==> config.mk <==
export PLATFORM = sky130hd
export DESIGN_NAME = morse_key_timer
export DESIGN_NICKNAME = d
export VERILOG_FILES = /design/src/rtl/morse_pkg.sv /design/src/rtl/morse_debounce.sv /design/src/rtl/morse_key_timer.sv
export SDC_FILE = /design/constraint.sdc
export NUM_CORES = 1
export LEC_CHECK = 0
export ABC_CLOCK_PERIOD_IN_PS = 3000
export BUFFER_PORTS_ARGS = -buffer_cell sky130_fd_sc_hd__buf_2
export CORE_MARGIN = 5
export CORE_UTILIZATION = 45
export CTS_CLUSTER_SIZE = 10
export DETAILED_ROUTE_END_ITERATION = 8
export SKIP_CTS_REPAIR_TIMING = 1
export SLEW_MARGIN = 20
export SYNTH_ARGS = -nofsm -noshare
export SYNTH_HDL_FRONTEND = slang
export SYNTH_SLANG_ARGS = --single-unit
==> constraint.sdc <==
create_clock -name clk -period 3 [get_ports clk]
set_clock_uncertainty 0.2 [all_clocks]
set_input_delay 0.3 -clock clk [delete_from_list [all_inputs] [get_ports clk]]
set_output_delay 0.3 -clock clk [all_outputs]
set_load 0.05 [all_outputs]
==> src/rtl/morse_pkg.sv <==
// Shared types and constants for the Morse key timer and the letter decoder.
package morse_pkg;

    typedef enum logic [1:0] {
        IDLE  = 2'd0,
        MARK  = 2'd1,
        SPACE = 2'd2,
        STUCK = 2'd3
    } state_t;

    localparam logic        SYM_DOT   = 1'b1;
    localparam logic        SYM_DASH  = 1'b0;
    localparam int unsigned MAX_SYMS  = 4;
    localparam int unsigned SYM_CNT_W = 3;

endpackage

==> src/rtl/morse_debounce.sv <==
// Two-flop synchronizer followed by a consecutive-sample debounce filter.
module morse_debounce #(
    parameter int unsigned DB_CYCLES = 4
) (
    input  logic clk,
    input  logic reset,
    input  logic key,
    output logic key_db
);

    localparam int unsigned DB_W = $clog2(DB_CYCLES + 1);

    logic            r_sync1;
    logic            r_sync2;
    logic            r_key_db;
    logic [DB_W-1:0] r_db_cnt;

    // The debounced level flips on the DB_CYCLES-th consecutive differing sample.
    always_ff @(posedge clk) begin
        if (reset) begin
            r_sync1  <= 1'b0;
            r_sync2  <= 1'b0;
            r_key_db <= 1'b0;
            r_db_cnt <= '0;
        end else begin
            r_sync1 <= key;
            r_sync2 <= r_sync1;
            if (r_sync2 != r_key_db) begin
                if (r_db_cnt == DB_W'(DB_CYCLES - 1)) begin
                    r_key_db <= r_sync2;
                    r_db_cnt <= '0;
                end else begin
                    r_db_cnt <= r_db_cnt + DB_W'(1);
                end
            end else begin
                r_db_cnt <= '0;
            end
        end
    end

    assign key_db = r_key_db;

endmodule

==> src/rtl/morse_key_timer.sv <==
// Measures debounced mark/space durations and emits dot/dash, letter-end and error strobes.
module morse_key_timer
    import morse_pkg::*;
#(
    parameter int unsigned DB_CYCLES  = 4,
    parameter int unsigned DOT_MAX    = 200,
    parameter int unsigned LETTER_GAP = 600,
    parameter int unsigned STUCK_MAX  = 4000,
    parameter int unsigned CNT_W      = 16
) (
    input  logic                 clk,
    input  logic                 reset,
    input  logic                 key,
    output logic                 sym_valid,
    output logic                 sym,
    output logic                 letter_end,
    output logic                 err,
    output logic [SYM_CNT_W-1:0] sym_cnt,
    output logic                 busy
);

    state_t                r_state;
    logic [CNT_W-1:0]      r_cnt;
    logic                  r_sym_valid;
    logic                  r_sym;
    logic                  r_letter_end;
    logic                  r_err;
    logic [SYM_CNT_W-1:0]  r_sym_cnt;
    logic                  r_busy;
    logic                  w_key_db;
    logic [CNT_W-1:0]      w_cnt_inc;

    morse_debounce #(
        .DB_CYCLES (DB_CYCLES)
    ) u_debounce (
        .clk    (clk),
        .reset  (reset),
        .key    (key),
        .key_db (w_key_db)
    );

    // Saturating increment so a long run can never wrap the duration counter.
    assign w_cnt_inc = (r_cnt == {CNT_W{1'b1}}) ? r_cnt : r_cnt + CNT_W'(1);

    always_ff @(posedge clk) begin
        if (reset) begin
            r_state      <= IDLE;
            r_cnt        <= '0;
            r_sym_valid  <= 1'b0;
            r_sym        <= 1'b0;
            r_letter_end <= 1'b0;
            r_err        <= 1'b0;
            r_sym_cnt    <= '0;
            r_busy       <= 1'b0;
        end else begin
            r_sym_valid  <= 1'b0;
            r_letter_end <= 1'b0;
            r_err        <= 1'b0;
            case (r_state)
                IDLE: begin
                    if (w_key_db) begin
                        r_state <= MARK;
                        r_cnt   <= CNT_W'(1);
                        r_busy  <= 1'b1;
                    end else begin
                        r_cnt   <= '0;
                        r_busy  <= 1'b0;
                    end
                end
                MARK: begin
                    if (w_key_db) begin
                        if (w_cnt_inc == CNT_W'(STUCK_MAX)) begin
                            r_state   <= STUCK;
                            r_err     <= 1'b1;
                            r_sym_cnt <= '0;
                        end
                        r_cnt <= w_cnt_inc;
                    end else begin
                        r_state <= SPACE;
                        r_cnt   <= CNT_W'(1);
                        // Symbols past MAX_SYMS are dropped and flagged; the letter carries on.
                        if (r_sym_cnt < SYM_CNT_W'(MAX_SYMS)) begin
                            r_sym_valid <= 1'b1;
                            r_sym       <= (r_cnt <= CNT_W'(DOT_MAX)) ? SYM_DOT : SYM_DASH;
                            r_sym_cnt   <= r_sym_cnt + SYM_CNT_W'(1);
                        end else begin
                            r_err <= 1'b1;
                        end
                    end
                    r_busy <= 1'b1;
                end
                SPACE: begin
                    if (w_key_db) begin
                        r_state <= MARK;
                        r_cnt   <= CNT_W'(1);
                        r_busy  <= 1'b1;
                    end else if (w_cnt_inc == CNT_W'(LETTER_GAP)) begin
                        r_state      <= IDLE;
                        r_cnt        <= '0;
                        r_letter_end <= 1'b1;
                        r_sym_cnt    <= '0;
                        r_busy       <= 1'b0;
                    end else begin
                        r_cnt  <= w_cnt_inc;
                        r_busy <= 1'b1;
                    end
                end
                STUCK: begin
                    if (!w_key_db) begin
                        r_state <= IDLE;
                        r_cnt   <= '0;
                        r_busy  <= 1'b0;
                    end else begin
                        r_busy  <= 1'b1;
                    end
                end
                default: begin
                    r_state <= IDLE;
                    r_cnt   <= '0;
                    r_busy  <= 1'b0;
                end
            endcase
        end
    end

    assign sym_valid  = r_sym_valid;
    assign sym        = r_sym;
    assign letter_end = r_letter_end;
    assign err        = r_err;
    assign sym_cnt    = r_sym_cnt;
    assign busy       = r_busy;

endmodule
-- Word-level counts from Yosys, hierarchy flattened
Cells that the tools add are included.
- $add $sub $neg: 3
- $mul: 0
- divide/modulo/power cells: 0
- order comparisons: 2
- eq/ne operators: 15
- shifts and indexed selects: 0
- mux-type cells: 30
- bitwise operators: 4
- reductions and logical operators: 11
- operator list (cell ; count):
    $mux 16 ; 5
    $pmux 16 s4 ; 1
    $add 16x1->16 const B ; 1
    $eq 16x10->1 const B ; 1
    $eq 16x12->1 const B ; 1
    $eq 16x16->1 const B ; 1
    $le 16x8->1 const B ; 1
    $mux 3 ; 5
    $mux 2 ; 6
    $mux 1 ; 10
    $reduce_or 3->1 ; 3
    $pmux 2 s4 ; 1
    $add 3x1->3 const B ; 2
    $ne 2x2->1 const B ; 3
    $ne 3x2->1 const B ; 2
    $pmux 3 s2 ; 1
    $reduce_and 5->1 ; 1
    $eq 2x2->1 const B ; 2
    $not 1->1 ; 4
    $reduce_and 4->1 ; 1
    $reduce_or 2->1 ; 2
    $eq 3x2->1 const B ; 1
    $lt 3x3->1 const B ; 1
    $ne 3x3->1 const B ; 1
    8 further kinds ; 8
- bits in registers: 32
- latch bits: 0
- RAM bits: 0
- ROM bits: 0
- bits of input ports: 3
- word-level logic and storage cells: 77
- memories: 0

-- Logic depth before layout (Yosys ltp)
- depth after elaboration: 6
- gate-level depth with buffers: 12

-- By module
Synthesis repeated with hierarchy kept, for this count alone.
- cell total of the unflattened synthesis: 293
- area total of the unflattened synthesis: 2333.5 um^2
- by module, submodules not included (module ; times used ; cells each ; area each (um^2) ; seq. area each (um^2)):
    morse_key_timer ; 1 ; 276 ; 2122.0 ; 520.5
    morse_debounce ; 1 ; 17 ; 211.5 ; 120.1

-- Worst setup path before layout
OpenSTA, ideal clock, no wires.
- kind: reg2reg
- start point: reg r_cnt[1]
- end point: reg r_sym_cnt[2], in the netlist sym_cnt[2]
- setup time: 0.116 ns
- arrival time: 2.564 ns
- setup slack: 0.121 ns
- cell stages (with the launch flop): 10
- path buffers: 0
- clock period less this slack: 2.879 ns
- cells stage by stage: dfxtp_1 > ha_1 > nand4_1 > or4_4 > a21oi_2 > and4_4 > nand4bb_4 > or3_1 > and4b_1 > a31o_1
- longest elaborated chain between the ends: 5
- elaborated cells between the ends (all ways): 8
- classes of those cells: add/sub (1); eq/ne (5); mux (1); reduce/logical (1)
- RTL lines (what ; RTL line ; text):
    start: declaration ; morse_key_timer.sv:23 ; logic [CNT_W-1:0] r_cnt;
    start signal: assignment ; morse_key_timer.sv:77 ; r_cnt <= w_cnt_inc;
    start signal: assignment ; morse_key_timer.sv:104 ; r_cnt <= w_cnt_inc;
    $add 16x1->16 / $eq 16x16->1 (equally long branches) ; morse_key_timer.sv:43 ; assign w_cnt_inc = (r_cnt == {CNT_W{1'b1}}) ? r_cnt : r_cnt + CNT_W'(1);
    $mux 16 (*) ; morse_key_timer.sv:43 ;
    $eq 16x12->1 / $eq 16x10->1 (equally long branches) ; morse_key_timer.sv:72, morse_key_timer.sv:97 ;
    $ne 3x3->1 (no source line) / $ne 2x2->1 (equally long branches) ; - ;
    $reduce_and 5->1 (no source line) (*) ; - ;
    end signal: assignment ; morse_key_timer.sv:85 ; r_sym_cnt <= r_sym_cnt + SYM_CNT_W'(1);
    end: declaration ; morse_key_timer.sv:28 ; logic [SYM_CNT_W-1:0] r_sym_cnt;
Every way passes the cells marked *; elsewhere a longest branch is shown, timed or not.
A chain may end at the register's enable or synchronous reset.

-- Worst setup path after layout
- start point: reg r_cnt[1]
- end point: reg r_sym_cnt[0], in the netlist sym_cnt[0]
The elaborated chain is that of the path after synthesis.

==> run_results.csv <==
group,metric,value,unit
clock_tree,clock-sinks,32,
setup_path,critPathKind,"flip-flop to flip-flop",
yosys,yosys.area_share.simple,34.2,%
sta,rsz0062_at_grt,"no",
global_route,grt_pass1_wl,9310,um
sta,hold_viol_final,0,
setup_path,worstPathArrival,2910,ps
pwr,switchingPower,0.432,mW
setup_path,path_buf_inv,1,
yosys,syn-num-nets,284,
sta,setup_tns,0,ps
run,drv_cap,0,
sta,period_share,96.2,%
outcome,status,"finished clean",
yosys,yosysWarnings,0,
setup_path,cpMostUsedCell,"and4_1",
global_route,grt_overflow_total,0,
yosys,synth_seq_cells,32,
setup_path,cp_top_family,"simple AND/OR/NAND/NOR gates",
global_route,grt_pass1_vias,1872,
clock_tree,cts_made_buffers,5,
pwr,leakage,1.08,nW
placement,place_ws,54.4,ps
global_route,antenna_found_initial,0,
finish,layout-drive-gt1-share,23.2,%
yosys,synth.distinct_cells,56,
clock_tree,cts_root_buf,"clkbuf_8",
placement,place.port_buffers,10,
die,fp.dieW,79.3,um
yosys,synth_fa_ha_area_share,5.78,%
sta,final-setup-viol-count,0,
pwr,max-vdd-ir-drop,293,uV
placement,place.gp.congestion,0.933,
yosys,async_reset_ff_share,0,%
setup_path,cp_max_fo,5,
sta,finalWorstSetupSlack,114,ps
pwr,combPwrFrac,29.6,%
clock_tree,path_clk_slew,70,ps
setup_path,worst_path_max_delay_cell,"or3_1",
pwr,seqPwrFrac,37.8,%
route,wl_per_cell,16.0,um
die,rows,25,
route,antenna_left,0,
yosys,muxShareOfSynthArea,2.83,%
die,core,4690,sq um
sta,final_max_slew_viol_count,0,
setup_path,critPathCaptureType,"flip-flop",
clock_tree,insertion_delay,290,ps
pwr,clockPowerShare,32.7,%
setup_path,required,3020,ps
yosys,netlist_instances,271,
yosys,synth_enable_flop_cells,0,
yosys,synth_top_family_by_area,"simple AND/OR/NAND/NOR gates",
die,start_util,46.1,%
route,vias,2093,
die,dieArea,6290,sq um
route,drt_pass1_iterations,6,
pwr,swShare,33.9,%
global_route,grt_use_total,18.8,%
clock_tree,cts_tree,"done",
yosys,synth-compound-area-share,18.4,%
clock_tree,cts_max_level,2,
yosys,syn_area,2160,sq um
route,drc,0,
global_route,grt_max_degree,27,
die,io_pins,11,
setup_path,startpoint_type,"flip-flop",
yosys,synth_seq_area_share,29.6,%
route,drt-total-wl,5560,um
clock_tree,ctsLongestPathBuffers,2,
die,die_y,79.3,um
route,drt_iter0_drc,160,
pwr,p_per_area,500,nW/um^2
finish,num_antenna_cells,0,
sta,tightestPinTransition,746,ps
sta,relSlewSlack,50.1,%
sta,period_minus_slack,2890,ps
setup_path,worstPathCellList,"buf_4 -> and4_1 -> and4_1 -> a21oi_1 -> or3_1 -> nand4bb_4 -> a211o_1 -> o211ai_2 -> mux2i_1",
hold_path,hp-class,"input port to flip-flop",
sta,timing.fmax,347,MHz
placement,hpwl,4120,um
route,vias_per_cell,6.03,
yosys,synth-xor-area-share,2.02,%
setup_path,cpPeakStageDelay,440,ps
finish,area_delta_synth_final,18.2,%
pwr,internal_power,0.845,mW
finish,nNetsFinal,305,
yosys,synth.avg_cell_area,7.98,sq um
yosys,yosys_most_used_dff,"dfxtp_1",
==> power by group through the flow <==
stage	sequential (mW)	clock, mW	combinational (mW)
global placement	0.488	0	0.362
floorplan	0.543	0	0.226
finish	0.482	0.418	0.378
detailed placement	0.489	0	0.363
global route	0.487	0.448	0.408
CTS	0.479	0.427	0.366
==> cell families after synthesis <==
kind of cell               after synthesis
adders and majority gates               10
xor gates and xnor gates                 5
DFF                                     32
AOI/OAI and AO/OA                       55
muxes                                    6
buffers and inverters                   34
and+or+nand+nor                        129
==> path summary, 6_finish.rpt <==
check / startpoint / end / slack (ps) / depth (start not counted)
max: r_cnt[1] / sym_cnt[0] / 110 / 9
min: key / u_debounce.r_sync1 / 20 / 2
max reg2reg: r_cnt[1] / sym_cnt[0] / 110 / 9
min reg2reg: u_debounce.r_db_cnt[0] / u_debounce.r_db_cnt[0] / 220 / 1
==> registers in the layout, summed over array words and instances (netlist names), 2 cells and up <==
register             flops
u_debounce.r_db_cnt      3
r_state                  2
sym_cnt                  3
r_cnt                   16
==> area by class of cell <==
class,instances,area (sq um)
Clock buffer,5,68.8
Clock inverter,3,42.5
Fill cell,454,2130
Inverter,12,45.0
Multi-Input combinational cell,205,1420
Sequential cell,32,644
Tap cell,54,67.6
Timing Repair Buffer,36,270
==> layer usage <==
layer	global-route usage [%]	routed length [um]	up-vias
li1	-	-	1035
met5	0	0	-
met4	6.53	53	0
met1	27.4	2810	993
met2	27.0	2420	57
met3	4.08	274	8
==> layout by cell type (no fill, tap or decap), types with 2 or more instances in the layout <==
cell type  instances
dfxtp_1           29
buf_4             24
nand2_1           23
nand3_1           19
nor2_1            18
a21oi_1           16
inv_1             12
nor3_1            11
nand4_1           11
o21ai_0           10
buf_2             10
ha_1               9
and3_1             6
nand2b_1           5
mux2i_1            5
clkbuf_8           5
nor4_1             4
and4_1             4
a31oi_1            4
xnor2_1            4
and2_1             3
or4_1              3
or3_1              3
nor2b_1            3
dfxtp_2            3
a211o_1            2
nor4_4             2
o31ai_1            2
o21a_1             2
or2_2              2
o22ai_1            2
a21o_1             2
a22oi_1            2
a22o_1             2
a221oi_2           2
buf_12             2
==> per-stage QoR <==
step           std cells  total power, mW  area (sq um)  utilization (%)  hold WS [ps]
5_1_grt              347             1.34          2560             54.5          9.56
3_5_place_dp         338            0.852          2380             50.7           214
2_1_floorplan        271            0.769          2160                -           199
4_1_cts              346             1.27          2490             53.1          13.6
6_report             347             1.28          2560             54.5          19.5
3_3_place_gp         338            0.850          2380             50.7           213
==> synthesized netlist by cell type, drive strengths merged, types with 2 or more instances <==
| cell type | count | share of area (%) |
|---|---|---|
| dfxtp | 32 | 30 |
| nand3 | 19 | 4.4 |
| and4 | 6 | 2.5 |
| nand2b | 5 | 1.4 |
| mux2i | 5 | 2.3 |
| o211ai | 2 | 0.93 |
| ha | 10 | 5.8 |
| inv | 12 | 2.1 |
| or2 | 2 | 0.58 |
| nor4 | 7 | 2.0 |
| nor2 | 18 | 3.1 |
| and2 | 4 | 1.3 |
| a31o | 2 | 0.81 |
| xnor2 | 4 | 1.6 |
| a21o | 2 | 0.69 |
| nand2 | 23 | 4.0 |
| o31ai | 2 | 0.69 |
| a22o | 2 | 0.81 |
| clkbuf | 8 | 1.4 |
| and3 | 6 | 1.7 |
| nor3 | 11 | 2.5 |
| a31oi | 5 | 2.1 |
| a211o | 2 | 0.81 |
| nand4 | 12 | 3.8 |
| a221oi | 2 | 1.4 |
| o21a | 2 | 0.69 |
| nor2b | 3 | 0.87 |
| a22oi | 2 | 0.69 |
| or4 | 4 | 1.6 |
| or3 | 3 | 0.87 |
| o21ai | 11 | 2.5 |
| a21oi | 17 | 4.1 |
| buf | 14 | 3.6 |
| o22ai | 2 | 0.58 |
==> worst register-to-register path, cell delays in order (launching register included) <==
cell and delay (ps):
dfxtp_1 370, buf_4 150, and4_1 240, and4_1 270
a21oi_1 100, or3_1 440, nand4bb_4 280, a211o_1 320
o211ai_2 250, mux2i_1 210
No activity file was read; power rests on OpenSTA's default activity.
